--- src/rtl/detonator_pkg.sv ---
// rtl/detonator_pkg.sv - shared encodings and helpers for the detonator control block
package detonator_pkg;

    typedef enum logic [2:0] {
        ST_IDLE  = 3'd0,
        ST_ENTER = 3'd1,
        ST_ARMED = 3'd2,
        ST_FIRE  = 3'd3,
        ST_ERROR = 3'd4
    } state_e;

    typedef enum logic [2:0] {
        P_NONE,
        P_SETUP,
        P_WAIT,
        P_FIRE,
        P_SURE,
        P_CONFIRM,
        P_READY
    } pulse_e;

    localparam logic [1:0] ERR_NONE  = 2'd0;
    localparam logic [1:0] ERR_EARLY = 2'd1;
    localparam logic [1:0] ERR_COUNT = 2'd2;
    localparam logic [1:0] ERR_CODE  = 2'd3;

    localparam logic [3:0] BLANK_ALL = 4'hF;
    localparam logic [2:0] DIGITS    = 3'd4;

    // Only the highest-priority pulse in a cycle is allowed to act.
    function automatic pulse_e pick_pulse(input logic s, input logic w, input logic f,
                                          input logic su, input logic c, input logic r);
        if (s)       return P_SETUP;
        else if (w)  return P_WAIT;
        else if (f)  return P_FIRE;
        else if (su) return P_SURE;
        else if (c)  return P_CONFIRM;
        else if (r)  return P_READY;
        else         return P_NONE;
    endfunction

    // Entered digits are right-aligned, so unused positions blank from the left.
    function automatic logic [3:0] blank_mask(input logic [2:0] cnt);
        logic [3:0] m;
        m = BLANK_ALL << cnt;
        return m;
    endfunction

endpackage

--- src/rtl/detonator_ctrl_if.sv ---
// rtl/detonator_ctrl_if.sv - key pulses in, lamp and display signals out
interface detonator_ctrl_if;
    import detonator_pkg::*;

    logic        wait_p;
    logic        setup_p;
    logic        ready_p;
    logic        fire_p;
    logic        sure_p;
    logic        confirm_p;
    logic [3:0]  A;
    logic [2:0]  state;
    logic        lt;
    logic        bt;
    logic        rt;
    logic [1:0]  err_code;
    logic [15:0] disp_data;
    logic [3:0]  disp_blank;

    modport master (
        output wait_p, setup_p, ready_p, fire_p, sure_p, confirm_p, A,
        input  state, lt, bt, rt, err_code, disp_data, disp_blank
    );

    modport slave (
        input  wait_p, setup_p, ready_p, fire_p, sure_p, confirm_p, A,
        output state, lt, bt, rt, err_code, disp_data, disp_blank
    );
endinterface

--- src/rtl/detonator_ctrl_blink_timer.sv ---
// rtl/detonator_ctrl_blink_timer.sv - error lamp blinker, starts lit on enable
module blink_timer #(
    parameter int RT_CNT_MAX = 25_000_000
) (
    input  logic clk,
    input  logic rst,
    input  logic en,
    output logic out
);
    localparam int CW = (RT_CNT_MAX > 1) ? $clog2(RT_CNT_MAX) : 1;
    localparam logic [CW-1:0] LAST = CW'(RT_CNT_MAX - 1);

    logic          r_en_d;
    logic          r_out;
    logic [CW-1:0] r_cnt;

    always_ff @(posedge clk or posedge rst) begin
        if (rst) begin
            r_en_d <= 1'b0;
            r_out  <= 1'b0;
            r_cnt  <= '0;
        end else begin
            r_en_d <= en;
            if (!en) begin
                r_out <= 1'b0;
                r_cnt <= '0;
            end else if (!r_en_d) begin
                r_out <= 1'b1;
                r_cnt <= '0;
            end else if (r_cnt == LAST) begin
                r_out <= ~r_out;
                r_cnt <= '0;
            end else begin
                r_cnt <= r_cnt + 1'b1;
            end
        end
    end

    assign out = r_out;
endmodule

--- src/rtl/detonator_ctrl.sv ---
// rtl/detonator_ctrl.sv - code-entry, arming and firing FSM with registered lamp/display outputs
module detonator_ctrl
    import detonator_pkg::*;
#(
    parameter logic [15:0] PASSWORD   = 16'h2580,
    parameter int          RT_CNT_MAX = 25_000_000
) (
    input  logic             clk,
    input  logic             rst,
    detonator_ctrl_if.slave  bus
);
    state_e      r_state, w_next_state;
    logic [15:0] r_buf, w_next_buf;
    logic [2:0]  r_cnt, w_next_cnt;
    logic [1:0]  r_err, w_next_err;
    logic        r_lt, r_bt;
    logic [15:0] r_disp_data, w_next_data;
    logic [3:0]  r_disp_blank, w_next_blank;
    logic        w_rt;
    pulse_e      w_pulse;

    assign w_pulse = pick_pulse(bus.setup_p, bus.wait_p, bus.fire_p,
                                bus.sure_p, bus.confirm_p, bus.ready_p);

    always_ff @(posedge clk or posedge rst) begin
        if (rst) begin
            r_state      <= ST_IDLE;
            r_buf        <= '0;
            r_cnt        <= '0;
            r_err        <= ERR_NONE;
            r_lt         <= 1'b0;
            r_bt         <= 1'b0;
            r_disp_data  <= '0;
            r_disp_blank <= BLANK_ALL;
        end else begin
            r_state      <= w_next_state;
            r_buf        <= w_next_buf;
            r_cnt        <= w_next_cnt;
            r_err        <= w_next_err;
            r_lt         <= (w_next_state == ST_ARMED);
            r_bt         <= (w_next_state == ST_FIRE);
            r_disp_data  <= w_next_data;
            r_disp_blank <= w_next_blank;
        end
    end

    always_comb begin
        w_next_state = r_state;
        w_next_buf   = r_buf;
        w_next_cnt   = r_cnt;
        w_next_err   = r_err;
        unique case (r_state)
            ST_IDLE: begin
                if (w_pulse == P_READY) begin
                    w_next_state = ST_ENTER;
                    w_next_err   = ERR_NONE;
                end
            end
            ST_ENTER: begin
                unique case (w_pulse)
                    P_SETUP, P_WAIT: w_next_state = ST_IDLE;
                    P_FIRE: begin
                        w_next_state = ST_ERROR;
                        w_next_err   = ERR_EARLY;
                    end
                    P_SURE: begin
                        if (r_cnt != DIGITS) begin
                            w_next_state = ST_ERROR;
                            w_next_err   = ERR_COUNT;
                        end else if (r_buf == PASSWORD) begin
                            w_next_state = ST_ARMED;
                        end else begin
                            w_next_state = ST_ERROR;
                            w_next_err   = ERR_CODE;
                        end
                    end
                    P_CONFIRM: begin
                        if (r_cnt == DIGITS) begin
                            w_next_state = ST_ERROR;
                            w_next_err   = ERR_COUNT;
                        end else if (bus.A <= 4'd9) begin
                            w_next_buf = {r_buf[11:0], bus.A};
                            w_next_cnt = r_cnt + 3'd1;
                        end
                    end
                    default: ;
                endcase
            end
            ST_ARMED: begin
                if (w_pulse == P_FIRE)
                    w_next_state = ST_FIRE;
                else if (w_pulse == P_SETUP || w_pulse == P_WAIT)
                    w_next_state = ST_IDLE;
            end
            ST_FIRE: begin
                if (w_pulse == P_SETUP || w_pulse == P_WAIT)
                    w_next_state = ST_IDLE;
            end
            ST_ERROR: begin
                if (w_pulse == P_SETUP)
                    w_next_state = ST_IDLE;
            end
            default: w_next_state = ST_IDLE;
        endcase

        // Any return to IDLE discards the entered code and error.
        if (w_next_state == ST_IDLE) begin
            w_next_buf = '0;
            w_next_cnt = '0;
            w_next_err = ERR_NONE;
        end

        w_next_data  = w_next_buf;
        w_next_blank = 4'h0;
        unique case (w_next_state)
            ST_IDLE:  w_next_blank = BLANK_ALL;
            ST_ENTER: w_next_blank = blank_mask(w_next_cnt);
            ST_ERROR: w_next_data  = {4'hE, 4'h0, 4'h0, 2'b00, w_next_err};
            default:  ;
        endcase
    end

    blink_timer #(.RT_CNT_MAX(RT_CNT_MAX)) u_blink (
        .clk (clk),
        .rst (rst),
        .en  (w_next_state == ST_ERROR),
        .out (w_rt)
    );

    assign bus.state      = r_state;
    assign bus.lt         = r_lt;
    assign bus.bt         = r_bt;
    assign bus.rt         = w_rt;
    assign bus.err_code   = r_err;
    assign bus.disp_data  = r_disp_data;
    assign bus.disp_blank = r_disp_blank;
endmodule

--- src/flat_wrapper.sv ---
// flat-port wrapper written by rule: the top's interface ports become plain ports
module detonator_ctrl_flat import detonator_pkg::*;
#(
    parameter logic [15:0] PASSWORD   = 16'h2580,
    parameter int          RT_CNT_MAX = 25_000_000
)
  (clk, rst, bus_wait_p, bus_setup_p, bus_ready_p, bus_fire_p, bus_sure_p, bus_confirm_p, bus_A, bus_state, bus_lt, bus_bt, bus_rt, bus_err_code, bus_disp_data, bus_disp_blank);
  detonator_ctrl_if bus_i ();
  input  logic clk;
  input  logic rst;
  input wire logic [$bits(bus_i.wait_p)-1:0] bus_wait_p;
  input wire logic [$bits(bus_i.setup_p)-1:0] bus_setup_p;
  input wire logic [$bits(bus_i.ready_p)-1:0] bus_ready_p;
  input wire logic [$bits(bus_i.fire_p)-1:0] bus_fire_p;
  input wire logic [$bits(bus_i.sure_p)-1:0] bus_sure_p;
  input wire logic [$bits(bus_i.confirm_p)-1:0] bus_confirm_p;
  input wire logic [$bits(bus_i.A)-1:0] bus_A;
  output wire logic [$bits(bus_i.state)-1:0] bus_state;
  output wire logic [$bits(bus_i.lt)-1:0] bus_lt;
  output wire logic [$bits(bus_i.bt)-1:0] bus_bt;
  output wire logic [$bits(bus_i.rt)-1:0] bus_rt;
  output wire logic [$bits(bus_i.err_code)-1:0] bus_err_code;
  output wire logic [$bits(bus_i.disp_data)-1:0] bus_disp_data;
  output wire logic [$bits(bus_i.disp_blank)-1:0] bus_disp_blank;
  assign bus_i.wait_p = bus_wait_p;
  assign bus_i.setup_p = bus_setup_p;
  assign bus_i.ready_p = bus_ready_p;
  assign bus_i.fire_p = bus_fire_p;
  assign bus_i.sure_p = bus_sure_p;
  assign bus_i.confirm_p = bus_confirm_p;
  assign bus_i.A = bus_A;
  assign bus_state = bus_i.state;
  assign bus_lt = bus_i.lt;
  assign bus_bt = bus_i.bt;
  assign bus_rt = bus_i.rt;
  assign bus_err_code = bus_i.err_code;
  assign bus_disp_data = bus_i.disp_data;
  assign bus_disp_blank = bus_i.disp_blank;
  detonator_ctrl #(.PASSWORD(PASSWORD), .RT_CNT_MAX(RT_CNT_MAX)) u_core (.clk(clk), .rst(rst), .bus(bus_i));
endmodule
--- config.mk ---
export PLATFORM = sky130hd
export DESIGN_NAME = detonator_ctrl_flat
export DESIGN_NICKNAME = d
export VERILOG_FILES = /design/src/rtl/detonator_pkg.sv /design/src/rtl/detonator_ctrl_if.sv /design/src/rtl/detonator_ctrl_blink_timer.sv /design/src/rtl/detonator_ctrl.sv /design/src/flat_wrapper.sv
export SDC_FILE = /design/constraint.sdc
export NUM_CORES = 1
export LEC_CHECK = 0
export CAP_MARGIN = 20
export CORE_MARGIN = 2
export CORE_UTILIZATION = 55
export DETAILED_ROUTE_END_ITERATION = 16
export GPL_TIMING_DRIVEN = 0
export PLACE_DENSITY = 0.81
export SYNTH_ARGS = -nofsm -noshare
export SYNTH_HDL_FRONTEND = slang
export SYNTH_HIERARCHICAL = 1
export SYNTH_SLANG_ARGS = --single-unit
--- constraint.sdc ---
create_clock -name clk -period 6.4 [get_ports clk]
set_input_delay 1.28 -clock clk [delete_from_list [all_inputs] [get_ports clk]]
set_output_delay 1.28 -clock clk [all_outputs]
set_load 0.02 [all_outputs]
==> results.md, run 1 <==
* Rows at 28
* R2R cell count at 11
* Crit path max-delay cell type: or4_4
* CTS resizes at 0
* Worst path most repeated cell: nand2_1
* Post-Syn Instances at 331
* Worst path bufs/invs at 3
* Fill cells at 425
* CP startpoint: bus_sure_p
* Largest stage delay on the critical path at 0.62 ns
* Sequential area share after synthesis at 53.0%
* Worst path top cell family by delay: buffers and inverters
* Post-synth net total at 346
* Rel. slew slack at 64.1%
* Die height at 83.2 um
* First-pass GRT wire length at 12.3 mm
* WL/cell at 15.8 um
* Final HPWL from detailed placement at 5.00 mm
* VDD IR max at 0.163 mV
* Hold Path Origin: u_core/u_blink/r_cnt[0]$_DFF_PP0_
* EDFF count, synth at 0
* Pwr per Cell Area at 204 nW/um^2
* CTS Sinks at 73
* Routed vias/inst at 5.91
* Final wirelength at 7.32 mm
* Max clock buf depth at 2
* Number of setup buffers added after CTS at 0
* Clock root buffer master: clkbuf_8
* Post-Synth Simple-Gate Area at 23.1%
* DRC viols at 0
* CTS tree: built
* Initial antenna violation count at 0
* Cell area after synthesis at 3450 sq um
* Largest family of logic cells by synthesized area: simple AND/OR/NAND/NOR gates
* Async SR Flop Fraction at 100%
* Hold Path Stages at 1
* Multi-input logic area at 1490 sq um
* Final number of setup-violating endpoints at 0
* Distinct cells, synth at 55
* Reg2reg start: u_core/r_cnt[0]$_DFF_PP0_
* Startpoint types: primary input
* Register Area at 1830 sq um
* Worst-Skew Late Latency at 0.35 ns
* Avg Inst Size Synth at 10.4 sq um
* Share of layout cells above drive strength 1 at 10.6%
* GRT Total Usage at 22.0%
* ANT cells at 0
* Measured slew at the worst slew-check pin at 0.539 ns
* Final worst-path cycle share at 60.2%
* Initial DRT Pass Iterations at 4
* Worst Setup Path Type: primary input to flip-flop
* R2R Setup Slk at 3.48 ns
* Max Slew Vio Count at 0
* Sum Neg Setup Slack at 0 ns
* GRT overflow at 0
* Unrepaired setup endpoints after global routing: no
* MaxCap Viol Count at 0
* Fmax achieved at 259 MHz
* Final Hold Vio Count at 0
* #FFs+latches synth at 73
* Skew final at 0.00761 ns
* Main synth FF type: dfrtp_1
* CP endpoint kind: flip-flop
* CORE AREA at 5990 sq um
* Mux cell area share after synthesis at 4.06%
* Area growth from synthesis to layout at 21.1%
* Setup ws final at 2.55 ns
* H-tree depth at 3
* Detail Route Antenna Nets at 0
* Worst-path fanout max at 10
* Status: finished, final reports clean
* Hold Path Class: flip-flop to flip-flop
* # nets final at 398
* CP Data Arrival Time at 4.07 ns
* Crit path time final at 3.85 ns
* Die width at 83.2 um
* Synth Area in Compound Gates at 11.7%
* Non-Filler Instances at 463
* Post-synthesis adder-cell area fraction at 1.09%
* Pre-CTS setup slack at 2.22 ns
* Routability cong. at 0.860
* Design area at 4180 sq um
* Via Count at 2736
* Initial DRC count at 232
* # IOs at 40
* Die ar. at 6930 sq um
* Synth Area in XOR/XNOR at 3.04%
* FF-to-FF End: u_core/u_blink/r_cnt[3]$_DFF_PP0_
* Pin count of the biggest net entering global routing at 28
* Ys Warns at 6
* Crit path cell chain: clkdlybuf4s50_1 -> or4_4 -> o21ai_1 -> a21oi_1 -> nand2_1 -> inv_1 -> nand2_1 -> o21bai_1 -> clkbuf_1 -> nor2_1
* Dpl cell area at 3970 sq um
* Vias in the first global route at 2655
* Clk slew on worst S/H paths at 0.09 ns
* Critical path required time at 6.62 ns
* PortBufs at 39
* Leak at 1.76 nW
* Total CTS buffers at 9
* Hold EP: u_core/u_blink/r_cnt[0]$_DFF_PP0_
* Starting Density at 57.6%
* Inst Count DP at 446
* Post-cts hold buffer count at 0
placed cells by master (no fill, tap or decap), types with 4 or more instances in the layout:
cell / n
nor4_1: 4
xnor2_1: 11
dfstp_2: 4
nand4_1: 10
o31ai_1: 5
buf_2: 4
inv_1: 13
inv_6: 5
o22ai_1: 4
nor3_1: 5
nand3_1: 9
or4_1: 8
o21ai_0: 17
buf_6: 4
o21bai_1: 4
nand2_1: 13
mux2i_1: 14
or3_1: 7
clkdlybuf4s50_1: 39
nor2b_1: 5
a21oi_1: 13
dfrtp_1: 69
clkbuf_8: 9
nor2_1: 53
sequential cells by signal, summed over array words and instances (netlist names):
name and cells:
u_core/u_blink/r_cnt 25, u_core/bus.disp_data 16, u_core/r_buf 16, u_core/bus.disp_blank 4
u_core/bus.state 3, u_core/r_cnt 3, u_core/bus.err_code 2, u_core/bus.bt 1
u_core/bus.lt 1, u_core/u_blink/out 1, u_core/u_blink/r_en_d 1
worst max path at each step:
| stage | endpoint | cells after the start | slack, ns |
|---|---|---|---|
| after detailed placement | u_core/u_blink/r_cnt[4]$_DFF_PP0_ | 10 | 2.22 |
| after floorplan | u_core/u_blink/r_cnt[22]$_DFF_PP0_ | 9 | 3.27 |
| final | u_core/u_blink/r_cnt[3]$_DFF_PP0_ | 10 | 2.55 |
| after CTS | u_core/u_blink/r_cnt[4]$_DFF_PP0_ | 10 | 2.58 |
| after global routing | u_core/u_blink/r_cnt[3]$_DFF_PP0_ | 10 | 2.31 |
| after global placement | u_core/u_blink/r_cnt[3]$_DFF_PP0_ | 10 | 2.29 |
where the power goes:
group	switching (W)	leakage [nW]	internal [W]
clock network	0.000203	0.0995	0.000153
logic	0.0000203	0.650	0.0000146
registers	0.000000245	1.01	0.000462
total	0.000224	1.76	0.000629
cell type report:
class | count | area share (%)
Tap cell | 75 | 2.24
Multi-Input combinational cell | 232 | 35.5
Timing Repair Buffer | 41 | 10.6
Clock buffer | 9 | 2.96
Inverter | 14 | 1.26
Sequential cell | 73 | 43.8
Buffer | 12 | 2.00
Clock inverter | 7 | 1.59
synth_stat cells (2+ instances only):
master    number  area share (%)
and4_1         2            0.51
o22ai_1        4            0.72
buf_2          4            0.58
nand3_1        9             1.3
dfrtp_1       69              50
nand2_1       13             1.4
nor4_1         4            0.72
a31oi_1        2            0.36
nor3_1         5            0.72
ha_1           3             1.1
a21o_1         2            0.43
or4_4          2            0.65
o21ai_0       17             2.5
or4_1          8             1.7
buf_6          4             1.3
a21oi_1       13             1.9
xnor2_1       11             2.8
o21bai_1       4            0.87
and2_1         2            0.36
a22oi_1        3            0.65
nor2_1        53             5.8
nor2b_1        5            0.91
o21ai_1        2            0.29
nor4bb_1       3            0.87
inv_1         14             1.5
nor4b_1        3            0.76
clkbuf_1       3            0.33
o31ai_1        5             1.1
and3_1         3            0.54
nand2b_1       2            0.36
nor3b_1        2            0.43
dfstp_2        4             3.0
or3_1          7             1.3
mux2i_1       14             4.1
nand4_1       10             1.8
kinds of logic (layout without fill, tap and decap cells):
kind of cell	Yosys count	after routing
multiplexers	14	14
AND/OR/NAND/NOR	142	142
flip-flops	73	73
XOR/XNOR	12	12
adder cells (fa/ha/maj)	3	3
buffers and inverters	26	83
AO/OA/AOI/OAI	61	61
per-layer routing:
| layer | track usage (%) | up-vias | routed length, um |
|---|---|---|---|
| met1 | 31.0 | 1348 | 3460 |
| met5 | 0 | - | 0 |
| li1 | - | 1299 | - |
| met4 | 9.54 | 0 | 96 |
| met2 | 33.6 | 80 | 3400 |
| met3 | 4.08 | 9 | 364 |
per-stage QoR:
step	util (%)	hold slack [ns]	power, W
after CTS	69.4	0.470	0.000854
after floorplan	-	0.433	0.000487
after global placement	65.7	0.447	0.000501
after global routing	69.8	0.510	0.000880
final	69.8	0.470	0.000853
after detailed placement	66.2	0.458	0.000504
Note: power is estimated with default switching activity, not from simulation.
==> run 2, diff against run 1 <==
==> constraint.sdc (replaced) <==
create_clock -name clk -period 4 [get_ports clk]
set_input_delay 0.8 -clock clk [delete_from_list [all_inputs] [get_ports clk]]
set_output_delay 0.8 -clock clk [all_outputs]
set_load 0.02 [all_outputs]
==> results of run 2 <==
Same layout as run 1 (identical final DEF). Status: finished, final reports clean.
Among the figures that moved: setup slack after placement 2.22 ns -> 0.299 ns; setup slack after layout 2.55 ns -> 0.626 ns; register-to-register setup slack 3.48 ns -> 1.08 ns; total power 0.000853 W -> 0.00136 W; worst IR drop on VDD 0.163 mV -> 0.261 mV
==> run 3, diff against run 2 <==
--- a/config.mk
+++ b/config.mk
@@ -7,10 +7,10 @@
 export LEC_CHECK = 0
 export CAP_MARGIN = 20
 export CORE_MARGIN = 2
-export CORE_UTILIZATION = 55
+export CORE_UTILIZATION = 50
 export DETAILED_ROUTE_END_ITERATION = 16
 export GPL_TIMING_DRIVEN = 0
-export PLACE_DENSITY = 0.81
+export PLACE_DENSITY = 0.77
 export SYNTH_ARGS = -nofsm -noshare
 export SYNTH_HDL_FRONTEND = slang
 export SYNTH_HIERARCHICAL = 1
==> constraint.sdc (replaced) <==
create_clock -name clk -period 2.99 [get_ports clk]
set_input_delay 0.598 -clock clk [delete_from_list [all_inputs] [get_ports clk]]
set_output_delay 0.598 -clock clk [all_outputs]
set_load 0.02 [all_outputs]
==> run 3 against run 2 <==
Against the previous run: critical path depth stayed put; highest routed layer unchanged; first-iteration DRC count down 35%; worst setup slack worse by 0.41 ns; critical path type unchanged; largest power group unchanged; utilization down 6.9 points.
==> results.md, run 3 (synthesized netlist as in run 1, its figures left out) <==
* CTS Sinks at 73 (unchanged)
* WL/cell at 15.3 um (-3.1%)
* Largest register FFs at 25 (unchanged)
* Final number of setup-violating endpoints at 0 (unchanged)
* Routability cong. at 0.890 (+3.4%)
* Pin count of the biggest net entering global routing at 28 (unchanged)
* PortBufs at 39 (unchanged)
* Die height at 87.1 um (+4.6%)
* Fill cells at 529 (+24%)
* Via Count at 2687 (-1.8%)
* DRC viols at 0 (unchanged)
* Final worst-path cycle share at 92.8%
* Worst-path fanout max at 10 (unchanged)
* Fmax achieved at 360 MHz
* MaxCap Viol Count at 0 (unchanged)
* Initial DRT Pass Iterations at 4 (unchanged)
* Hold Path Class: flip-flop to flip-flop
* GRT overflow at 0 (unchanged)
* Worst path top cell family by delay: buffers and inverters
* GRT Total Usage at 20.5% (-1.6 points)
* Worst-Skew Late Latency at 0.34 ns (about the same)
* Sum Neg Setup Slack at 0 ns (unchanged)
* Die ar. at 7590 sq um (+9.5%)
* Crit path max-delay cell type: or4_4
* Rows at 30 (+7.1%)
* Largest Register: u_core/u_blink/r_cnt
* Startpoint types: primary input
* # nets final at 399 (+0.25%)
* Final wirelength at 7.17 mm (-2.0%)
* Commonest non-fill, non-tap cell in the layout: dfrtp_1
* Starting Density at 51.1% (-6.5 points)
* Critical path required time at 3.21 ns
* VDD IR max at 0.331 mV
* Final Hold Vio Count at 0 (unchanged)
* Measured slew at the worst slew-check pin at 0.515 ns (-0.0242 ns)
* Share of layout cells above drive strength 1 at 11.3% (+0.77 points)
* Most frequent cells in the layout: dfrtp_1, nor2_1, clkdlybuf4s50_1
* # IOs at 40 (unchanged)
* Skew final at 0.0150 ns (+0.00735 ns)
* Max Slew Vio Count at 0 (unchanged)
* First-pass GRT wire length at 12.2 mm (-1.3%)
* Hold Path Stages at 1 (unchanged)
* Leak at 1.80 nW (+2.2%)
* R2R cell count at 11 (unchanged)
* H-tree depth at 3 (unchanged)
* CP endpoint kind: flip-flop
* Worst path bufs/invs at 3 (unchanged)
* Clock root buffer master: clkbuf_8
* Crit path cell chain: clkdlybuf4s50_1 -> or4_4 -> o21ai_1 -> a21oi_1 -> nand2_2 -> inv_1 -> nand2_1 -> o21bai_1 -> clkbuf_2 -> a21oi_1
* Detail Route Antenna Nets at 0 (unchanged)
* Status: finished, final reports clean
* Largest stage delay on the critical path at 0.61 ns (about the same)
* WHS at 0.466 ns (-0.00356 ns)
* Vias in the first global route at 2654 (-0.038%)
* Final HPWL from detailed placement at 5.03 mm (+0.61%)
* Total CTS buffers at 9 (unchanged)
* CORE AREA at 6760 sq um (+13%)
* Worst Setup Path Type: primary input to flip-flop
* Area growth from synthesis to layout at 23.1%
* Max clock buf depth at 2 (unchanged)
* Initial antenna violation count at 0 (unchanged)
* Layout Utilization at 62.9% (-6.9 points)
* Rel. slew slack at 65.6% (+1.6 points)
* CP Data Arrival Time at 3.00 ns
* Clk slew on worst S/H paths at 0.08 ns (about the same)
* CTS tree: built
* Worst path most repeated cell: a21oi_1
* Routed vias/inst at 5.74 (-2.8%)
* Crit path time final at 2.77 ns
* Initial DRC count at 150 (-35%)
* Pwr per Cell Area at 444 nW/um^2
* Die width at 87.1 um (+4.6%)
* ANT cells at 0 (unchanged)
* Cell depth of the worst setup path at 10 (unchanged)
* Unrepaired setup endpoints after global routing: no
## run 3: worst paths after layout
check / startpoint / slack [ns] / to
max: bus_sure_p / 0.22 / u_core/u_blink/r_cnt[15]$_DFF_PP0_
min: u_core/u_blink/r_cnt[0]$_DFF_PP0_ / 0.47 / u_core/u_blink/r_cnt[0]$_DFF_PP0_
max reg2reg: u_core/r_cnt[0]$_DFF_PP0_ / 0.44 / u_core/u_blink/r_cnt[15]$_DFF_PP0_
min reg2reg: u_core/u_blink/r_cnt[0]$_DFF_PP0_ / 0.47 / u_core/u_blink/r_cnt[0]$_DFF_PP0_
max in group asynchronous: rst / 1.76 / u_core/bus.disp_blank[1]$_DFF_PP1_
min in group asynchronous: rst / 0.65 / u_core/u_blink/r_cnt[10]$_DFF_PP0_
## run 3: through the flow
step                      power (W)  cells  setup slack (ns)  instance area, sq um
after CTS                   0.00190    466            0.0442                  4180
after global placement      0.00107    450            -0.450                  3940
after global routing        0.00196    468            0.0631                  4250
after detailed placement    0.00108    451            -0.484                  3970
final                       0.00189    468             0.215                  4250
after floorplan             0.00104    331             0.546                  3450
## run 3: worst register-to-register path: stages, from the launching register on
cell and delay, ns:
dfrtp_1 0.39, inv_1 0.11, ha_1 0.25, and3_1 0.25, a22oi_1 0.21, o211ai_1 0.22, nand2_2 0.14, inv_1 0.08
nand2_1 0.13, o21bai_1 0.25, clkbuf_2 0.32, a21oi_1 0.09
## run 3: report_power, final
part           internal [W]  switching (W)
registers          0.000989    0.000000564
logic             0.0000324      0.0000455
clock network      0.000466       0.000355
## run 3: cell type report
class | count | area [sq um] | share of cell area (%)
sequential | 73 | 1830 | 43.1
clock buffer | 10 | 128 | 3.00
inverter | 14 | 52.6 | 1.24
tap | 80 | 100 | 2.36
clock inverter | 5 | 81.3 | 1.91
buffer | 12 | 86.3 | 2.03
multi-input combinational | 232 | 1510 | 35.6
timing repair buffer | 42 | 458 | 10.8
## run 3: metal layers
metal	part of all wire, %	GRT usage, %	wire (um)	vias to the layer above
li1	-	-	-	1293
met5	0	0	0	-
met4	1.3	8.67	91	0
met1	46	28.5	3330	1339
met2	49	31.1	3490	45
met3	3.6	4.45	255	10
## run 3: what timing repair did
action | in CTS | in global routing
gates resized for setup | 2 | 7
buffers inserted | 0 | 1
pin swaps | 0 | 2
setup endpoints to repair | 20 | 22
hold buffers | 0 | 0
gates cloned | 0 | 0
